File: src/rtl/pcie_ss_axis_ib2sb.sv
// pcie_ss_axis_ib2sb
// Converts a single-segment PCIe SS AXI-S TLP stream from in-band header
// format (header in the low 256 bits of the SOP beat) to side-band header
// format (header on tuser, payload realigned to bit 0).
//
// Ports:
//   clk, rst                  single clock, synchronous active-high reset
//   in_t*_i / in_tready_o     in-band AXI-S input (SOP at bit 0 only)
//   out_t*_o / out_tready_i   side-band AXI-S output
//   out_tuser_vendor_o        {hdr, vendor}, non-zero on first beat only
//   out_tuser_hvalid_o        marks the first output beat of each packet
module pcie_ss_axis_ib2sb #(
  parameter int unsigned DATA_WIDTH = 512,
  parameter int unsigned HDR_WIDTH  = 256
) (
  input  logic                    clk,
  input  logic                    rst,
  input  logic                    in_tvalid_i,
  output logic                    in_tready_o,
  input  logic [DATA_WIDTH-1:0]   in_tdata_i,
  input  logic [DATA_WIDTH/8-1:0] in_tkeep_i,
  input  logic                    in_tlast_i,
  input  logic                    in_tuser_vendor_i,
  output logic                    out_tvalid_o,
  input  logic                    out_tready_i,
  output logic [DATA_WIDTH-1:0]   out_tdata_o,
  output logic [DATA_WIDTH/8-1:0] out_tkeep_o,
  output logic                    out_tlast_o,
  output logic [HDR_WIDTH:0]      out_tuser_vendor_o,
  output logic                    out_tuser_hvalid_o
);

  localparam int unsigned HB  = HDR_WIDTH / 8;
  localparam int unsigned KW  = DATA_WIDTH / 8;
  localparam int unsigned SW  = DATA_WIDTH - HDR_WIDTH;
  localparam int unsigned SKW = KW - HB;

  localparam logic [1:0] ST_SOP   = 2'd0;
  localparam logic [1:0] ST_BODY  = 2'd1;
  localparam logic [1:0] ST_FLUSH = 2'd2;

  logic [1:0]            state_q, state_d;
  logic [SW-1:0]         stash_q, stash_d;
  logic [SKW-1:0]        stash_keep_q, stash_keep_d;
  logic [HDR_WIDTH-1:0]  hdr_q, hdr_d;
  logic                  vnd_q, vnd_d;
  logic                  first_q, first_d;

  logic                  out_tvalid_q, out_tvalid_d;
  logic [DATA_WIDTH-1:0] out_tdata_q, out_tdata_d;
  logic [KW-1:0]         out_tkeep_q, out_tkeep_d;
  logic                  out_tlast_q, out_tlast_d;
  logic [HDR_WIDTH:0]    out_tuser_q, out_tuser_d;
  logic                  out_hvalid_q, out_hvalid_d;

  logic adv;
  logic acc;
  logic upper_keep_zero;

  // Output register can take a new beat when empty or being drained
  assign adv         = !out_tvalid_q || out_tready_i;
  assign in_tready_o = adv && (state_q != ST_FLUSH);
  assign acc         = in_tvalid_i && in_tready_o;
  // Upper keep empty on a last BODY beat means no bytes spill into a FLUSH beat
  assign upper_keep_zero = (in_tkeep_i[KW-1:HB] == '0);

  // Next-state and output beat formation
  always_comb begin
    state_d      = state_q;
    stash_d      = stash_q;
    stash_keep_d = stash_keep_q;
    hdr_d        = hdr_q;
    vnd_d        = vnd_q;
    first_d      = first_q;
    out_tvalid_d = out_tvalid_q;
    out_tdata_d  = out_tdata_q;
    out_tkeep_d  = out_tkeep_q;
    out_tlast_d  = out_tlast_q;
    out_tuser_d  = out_tuser_q;
    out_hvalid_d = out_hvalid_q;

    // Beat drained with nothing new to emit: drop valid
    if (adv) begin
      out_tvalid_d = 1'b0;
    end

    case (state_q)
      ST_SOP: begin
        if (acc) begin
          hdr_d        = in_tdata_i[HDR_WIDTH-1:0];
          vnd_d        = in_tuser_vendor_i;
          stash_d      = in_tdata_i[DATA_WIDTH-1:HDR_WIDTH];
          stash_keep_d = in_tkeep_i[KW-1:HB];
          if (in_tlast_i) begin
            out_tvalid_d = 1'b1;
            out_tdata_d  = {{HDR_WIDTH{1'b0}}, in_tdata_i[DATA_WIDTH-1:HDR_WIDTH]};
            out_tkeep_d  = {{HB{1'b0}}, in_tkeep_i[KW-1:HB]};
            out_tlast_d  = 1'b1;
            out_hvalid_d = 1'b1;
            out_tuser_d  = {in_tdata_i[HDR_WIDTH-1:0], in_tuser_vendor_i};
          end else begin
            first_d = 1'b1;
            state_d = ST_BODY;
          end
        end
      end

      ST_BODY: begin
        if (acc) begin
          out_tvalid_d = 1'b1;
          out_tdata_d  = {in_tdata_i[HDR_WIDTH-1:0], stash_q};
          out_tkeep_d  = {in_tkeep_i[HB-1:0], stash_keep_q};
          out_hvalid_d = first_q;
          out_tuser_d  = first_q ? {hdr_q, vnd_q} : '0;
          out_tlast_d  = 1'b0;
          first_d      = 1'b0;
          stash_d      = in_tdata_i[DATA_WIDTH-1:HDR_WIDTH];
          stash_keep_d = in_tkeep_i[KW-1:HB];
          if (in_tlast_i) begin
            if (upper_keep_zero) begin
              out_tlast_d = 1'b1;
              state_d     = ST_SOP;
            end else begin
              state_d = ST_FLUSH;
            end
          end
        end
      end

      ST_FLUSH: begin
        // Emit the leftover upper half of the last input beat
        if (adv) begin
          out_tvalid_d = 1'b1;
          out_tdata_d  = {{HDR_WIDTH{1'b0}}, stash_q};
          out_tkeep_d  = {{HB{1'b0}}, stash_keep_q};
          out_tlast_d  = 1'b1;
          out_hvalid_d = 1'b0;
          out_tuser_d  = '0;
          state_d      = ST_SOP;
        end
      end

      default: begin
        state_d = ST_SOP;
      end
    endcase
  end

  // State and output registers
  always_ff @(posedge clk) begin
    if (rst) begin
      state_q      <= ST_SOP;
      stash_q      <= '0;
      stash_keep_q <= '0;
      hdr_q        <= '0;
      vnd_q        <= 1'b0;
      first_q      <= 1'b0;
      out_tvalid_q <= 1'b0;
      out_tdata_q  <= '0;
      out_tkeep_q  <= '0;
      out_tlast_q  <= 1'b0;
      out_tuser_q  <= '0;
      out_hvalid_q <= 1'b0;
    end else begin
      state_q      <= state_d;
      stash_q      <= stash_d;
      stash_keep_q <= stash_keep_d;
      hdr_q        <= hdr_d;
      vnd_q        <= vnd_d;
      first_q      <= first_d;
      out_tvalid_q <= out_tvalid_d;
      out_tdata_q  <= out_tdata_d;
      out_tkeep_q  <= out_tkeep_d;
      out_tlast_q  <= out_tlast_d;
      out_tuser_q  <= out_tuser_d;
      out_hvalid_q <= out_hvalid_d;
    end
  end

  assign out_tvalid_o       = out_tvalid_q;
  assign out_tdata_o        = out_tdata_q;
  assign out_tkeep_o        = out_tkeep_q;
  assign out_tlast_o        = out_tlast_q;
  assign out_tuser_vendor_o = out_tuser_q;
  assign out_tuser_hvalid_o = out_hvalid_q;

endmodule

File: config.mk
export PLATFORM = sky130hd
export DESIGN_NAME = pcie_ss_axis_ib2sb
export DESIGN_NICKNAME = d
export VERILOG_FILES = /design/src/rtl/pcie_ss_axis_ib2sb.sv
export SDC_FILE = /design/constraint.sdc
export NUM_CORES = 2
export LEC_CHECK = 0
export ABC_AREA = 1
export CAP_MARGIN = 20
export CORE_AREA = 3 3 551 553
export DETAILED_ROUTE_END_ITERATION = 6
export DIE_AREA = 0 0 554 556
export GPL_TIMING_DRIVEN = 0
export HOLD_SLACK_MARGIN = 0.08
export PLACE_DENSITY = 0.44
export RECOVER_POWER = 100
export SLEW_MARGIN = 5
export SYNTH_ARGS = -nofsm -noshare
export SYNTH_HDL_FRONTEND = slang
export SYNTH_SLANG_ARGS = --single-unit
File: constraint.sdc
create_clock -name clk -period 3 [get_ports clk]
set_input_delay 0.3 -clock clk [delete_from_list [all_inputs] [get_ports clk]]
set_output_delay 0.3 -clock clk [all_outputs]
set_load 0.02 [all_outputs]
### After elaboration in Yosys (flattened, before gate mapping)

Cells that the tools add are included.

* bits in registers: 1384
* input bits: 582
* logic and storage cells: 78

* equality and inequality tests: 9
* mux-type cells: 43
* reductions and logical operators: 14

Operator list (number)
* 512-bit 2-to-1 mux: 4
* 512-bit case mux with 3 select lines: 1
* 257-bit 2-to-1 mux: 5
* 257-bit case mux with 3 select lines: 1
* 64-bit 2-to-1 mux: 4
* 64-bit case mux with 3 select lines: 1
* 32-bit logical NOT: 1
* 1-bit 2-to-1 mux: 16
* 2-bit inequality test, second input constant: 7
* 2-bit 2-to-1 mux: 6
* 5-bit AND reduction: 2
* 1-bit case mux with 3 select lines: 3
* 2-bit case mux with 3 select lines: 1
* 2-bit AND reduction: 2
* 4-bit AND reduction: 1
* 3-bit nonzero test: 1
* 2-bit by 1-bit == test with 1-bit output, second input constant: 1
* 2-bit == test, second input constant: 1
* 1-bit logical AND: 2
* 2-bit logical NOT: 1
* 1-bit case mux with 2 select lines: 1
* 2-bit nonzero test: 1
* 2-bit OR reduction: 1
* 1-bit logical NOT: 1
* 1-bit logical OR: 1

### Logic depth before layout (Yosys ltp)

* depth in word-level cells: 6
* mapped depth: 12
* depth with buffers taken out: 10

### Worst setup path before layout

OpenSTA, ideal clock, no wires.

* kind: register to register
* from: reg state_q[0]
* to: reg out_tdata_q[153] (netlist: out_tdata_o[153])
* setup time: 0.116 ns
* arrival time: 1.798 ns
* setup slack: 1.086 ns
* cell stages (with the launch flop): 10
* buffers on the path: 3
* period minus slack after synthesis: 1.914 ns
* path through: dfxtp_1 > inv_1 > ha_1 > buf_2 > nand2_1 > buf_2 > buf_1 > o22ai_1 > o21ai_0 > nor2_1

* word-level cells in the longest chain between the ends: 5

Ends and longest elaborated chain
* start, declared: line 42 `logic [1:0] state_q, state_d;`
* start signal, assigned: line 165 `state_q <= state_d;`
* 2-bit inequality test: line 62 `assign in_tready_o = adv && (state_q != ST_FLUSH);`
* 1-bit logical AND: line 62
* 1-bit logical AND: line 63 `assign acc = in_tvalid_i && in_tready_o;`
* 2-bit inequality test (no line)
* 5-bit AND reduction (no line)
* end signal, assigned: line 172 `out_tdata_q <= out_tdata_d;`
* end, declared: line 50 `logic [DATA_WIDTH-1:0] out_tdata_q, out_tdata_d;`

Several ways; a longest one is shown, not always the timed one.
A chain may end at the register's enable or synchronous reset.

### Worst setup path in the final report

* from: reg state_q[0]
* to: reg out_tdata_q[84] (netlist: out_tdata_o[84])

The elaborated chain is that of the path after synthesis.

==> results.txt <==
status: complete, no violations
GR met1 Demand/Resource: 0.227
mean post-synth cell area: 7.46 um^2
CP Data Required Time: 3700 ps
number of port buffers: 1417
Worst Path Class, Setup: reg2reg
Main synth FF type: dfxtp_1
power density over cell area: 1200 nW/um^2
worst-path fanout max: 10
setup bufs post-CTS: 0
Min-Delay Path Class: in2reg
Pleak: 33.5 nW
register bit total from synthesis: 1384
Clock Skews: 69.4 ps
Vias/cell: 4.43
most area-consuming cells after synthesis: dfxtp_1 51%, o21ai_0 11%, a21oi_1 7.7%
fillers: 32600
All-Layer GR Usage: 0.205
WHS Path Cells: 3
nets@finish: 9688
I/O pin total: 1419
routing usage on met2: 0.367
synth cell count leaders: 1384 x dfxtp_1, 1148 x o21ai_0, 1116 x nor2_1
final hold violation count: 0
Mapped Area: 54600 um^2
final setup fails: 0
max_slew headroom: 0.245
CTS tree: built
dpl cells: 12698
CP Launch Type: flop
Initial Util: 0.182
sequential fraction of the synthesis area: 0.508
Clock Tree Buf Depth: 4
routed vias: 58562
number of remaining DRC errors: 0
largest net degree at the start of global routing: 20
Final Max Tran Viols: 0
post-synth top area share: 0.508
fraction of layout cells with a size suffix above 1: 0.0568
Reg clk slew, reported paths: 60 ps
pre-CTS worst setup slack: -1260 ps
root buffer cell: clkbuf_16
initial antenna violation count: 84
r2r setup slk: 80 ps
reg-to-reg endpoint: out_tdata_o[84]
worst r2r src: state_q[0]
Unique masters post-synth: 22
Net Count, Synth: 7901
Fin Hold WS: 165 ps
crit path DAT: 3620 ps
Hold EP: out_tdata_o[433]
fraction of registers with async set/reset: 0
H-tree Lvls: 4
setup_tns: 0 ps
non-filler cells, final: 13229
met3 Use GR: 0.0562
die height: 556 um
clock buffer count from CTS: 175
final worst slack: 75.7 ps
Clock Latency Late Sink: 830 ps
Mapped Cells: 7314
Ys Warns: 0
Max Cap Viol: 0
Layout area overhead: 49.9%
hpwl dp: 272000 um
DR pass1 iterations: 6
first-pass GRT wire length: 451000 um
crit end category: flop
Period Utilization, post-route: 0.975
min-delay src: in_tdata_i[177]
vias in the first global route: 56974
top cell type by total area after synthesis: dfxtp_1
RSZ-0062 raised after global routing: yes
Die Area: 308000 um^2
GP Congestion: 0.927
grt ovf: 0
r2r worst-path depth: 8
die span in x: 554 um
WL/cell: 25.0 um
WL final: 331000 um
maximum vdd drop: 0.000567 V
initial detailed-routing violation count: 4324
core footprint: 299000 um^2
std cell rows: 201
GRT Max-Usage Layer: met2
number of routed nets with antenna violations: 0
Slew @ Worst Pin: 1130 ps
Post-synth EDFFs: 0
Tmin final: 2920 ps
Max Fclk: 342 MHz
top-count cell post-synth: dfxtp_1
clk sinks: 1384
critical path, cell delays in order (launching register included):
cell and delay [ps]:
dfxtp_1 410, inv_1 90, ha_1 280, buf_4 320, clkbuf_2 450, clkbuf_1 470
o22ai_1 160, o21ai_0 530, nor2_1 80
kinds of logic (layout without fill, tap and decap cells):
family / after synthesis / in the layout / synth area share
DFF: 1384 / 1384 / 0.508
adders and majority gates: 5 / 5 / 0.00115
and+or+nand+nor: 1782 / 1782 / 0.131
other: 0 / 41 / 0
AOI/OAI and AO/OA: 2479 / 2479 / 0.239
buffers and inverters: 1664 / 3580 / 0.121
report_power, final:
part           switching [mW]  total (mW)  internal, mW
clock network            8.79        21.6          12.8
logic                    33.1        47.9          14.8
registers                3.47        29.0          25.6
per-layer routing:
| metal | vias up | share of wire |
|---|---|---|
| met5 | - | 0.00073 |
| met1 | 28201 | 0.38 |
| li1 | 27639 | - |
| met2 | 2190 | 0.50 |
| met4 | 36 | 0.047 |
| met3 | 496 | 0.077 |
timing repair:
item,CTS,global route
pin swaps,0,0
endpoints found under the setup margin,869,98
gates cloned,0,0
hold buffers,184,0
gates resized for setup,94,34
hold endpoints to repair,184,0
flip-flops by register name (all words and copies together) (netlist names):
name / flops
out_tdata_o: 512
vnd_q: 1
out_tvalid_o: 1
out_tuser_hvalid_o: 1
hdr_q: 256
out_tkeep_o: 64
stash_q: 256
first_q: 1
out_tuser_vendor_o: 257
out_tlast_o: 1
stash_keep_q: 32
state_q: 2
cell usage in the layout (no fill, tap or decap), types with 10 or more instances in the layout:
| cell type | count |
|---|---|
| clkinv_2 | 26 |
| a21oi_1 | 838 |
| clkbuf_2 | 103 |
| buf_2 | 76 |
| clkbuf_16 | 180 |
| dlygate4sd3_1 | 1022 |
| o21ai_0 | 1122 |
| buf_6 | 13 |
| nand2_1 | 313 |
| buf_4 | 10 |
| nand3_1 | 339 |
| clkbuf_1 | 420 |
| clkdlybuf4s50_1 | 579 |
| dfxtp_1 | 1384 |
| nor2_1 | 1115 |
| clkbuf_8 | 34 |
| buf_1 | 19 |
| bufinv_16 | 11 |
| diode_2 | 41 |
| o22ai_1 | 488 |
| inv_1 | 1044 |
| o21ai_2 | 10 |
| o21ai_1 | 16 |
metrics by stage:
step / instance area [um^2] / utilization / power, mW
finish: 81800 / 0.273 / 98.5
global route: 81800 / 0.273 / 105
CTS: 81700 / 0.273 / 102
detailed placement: 73900 / 0.247 / 79.3
global placement: 73700 / 0.246 / 78.6
floorplan: 54600 / - / 54.0
how the worst max path moves through the flow:
stage / start / end / slack, ps / depth (start not counted)
final: state_q[0] / out_tdata_o[84] / 80 / 8
after global routing: state_q[0] / hdr_q[161] / -10 / 9
after detailed placement: state_q[0] / out_tuser_vendor_o[253] / -1260 / 9
after CTS: state_q[1] / out_tdata_o[86] / 4 / 10
after floorplan: state_q[0] / out_tdata_o[153] / 1090 / 9
after global placement: rst / out_tuser_hvalid_o / -1440 / 7
area by class of cell:
cell class                 count  area [um^2]  area share
sequential                  1384        27700       0.339
multi-input combinational   4266        20400       0.249
timing repair buffer        1611        16200       0.198
clock buffer                 250         5110      0.0624
tap                         3958         4950      0.0605
inverter                    1050         3950      0.0482
buffer                       613         2710      0.0331
clock inverter                56          679     0.00831
antenna                       41          103     0.00125
(Power assumes the default switching activity.)
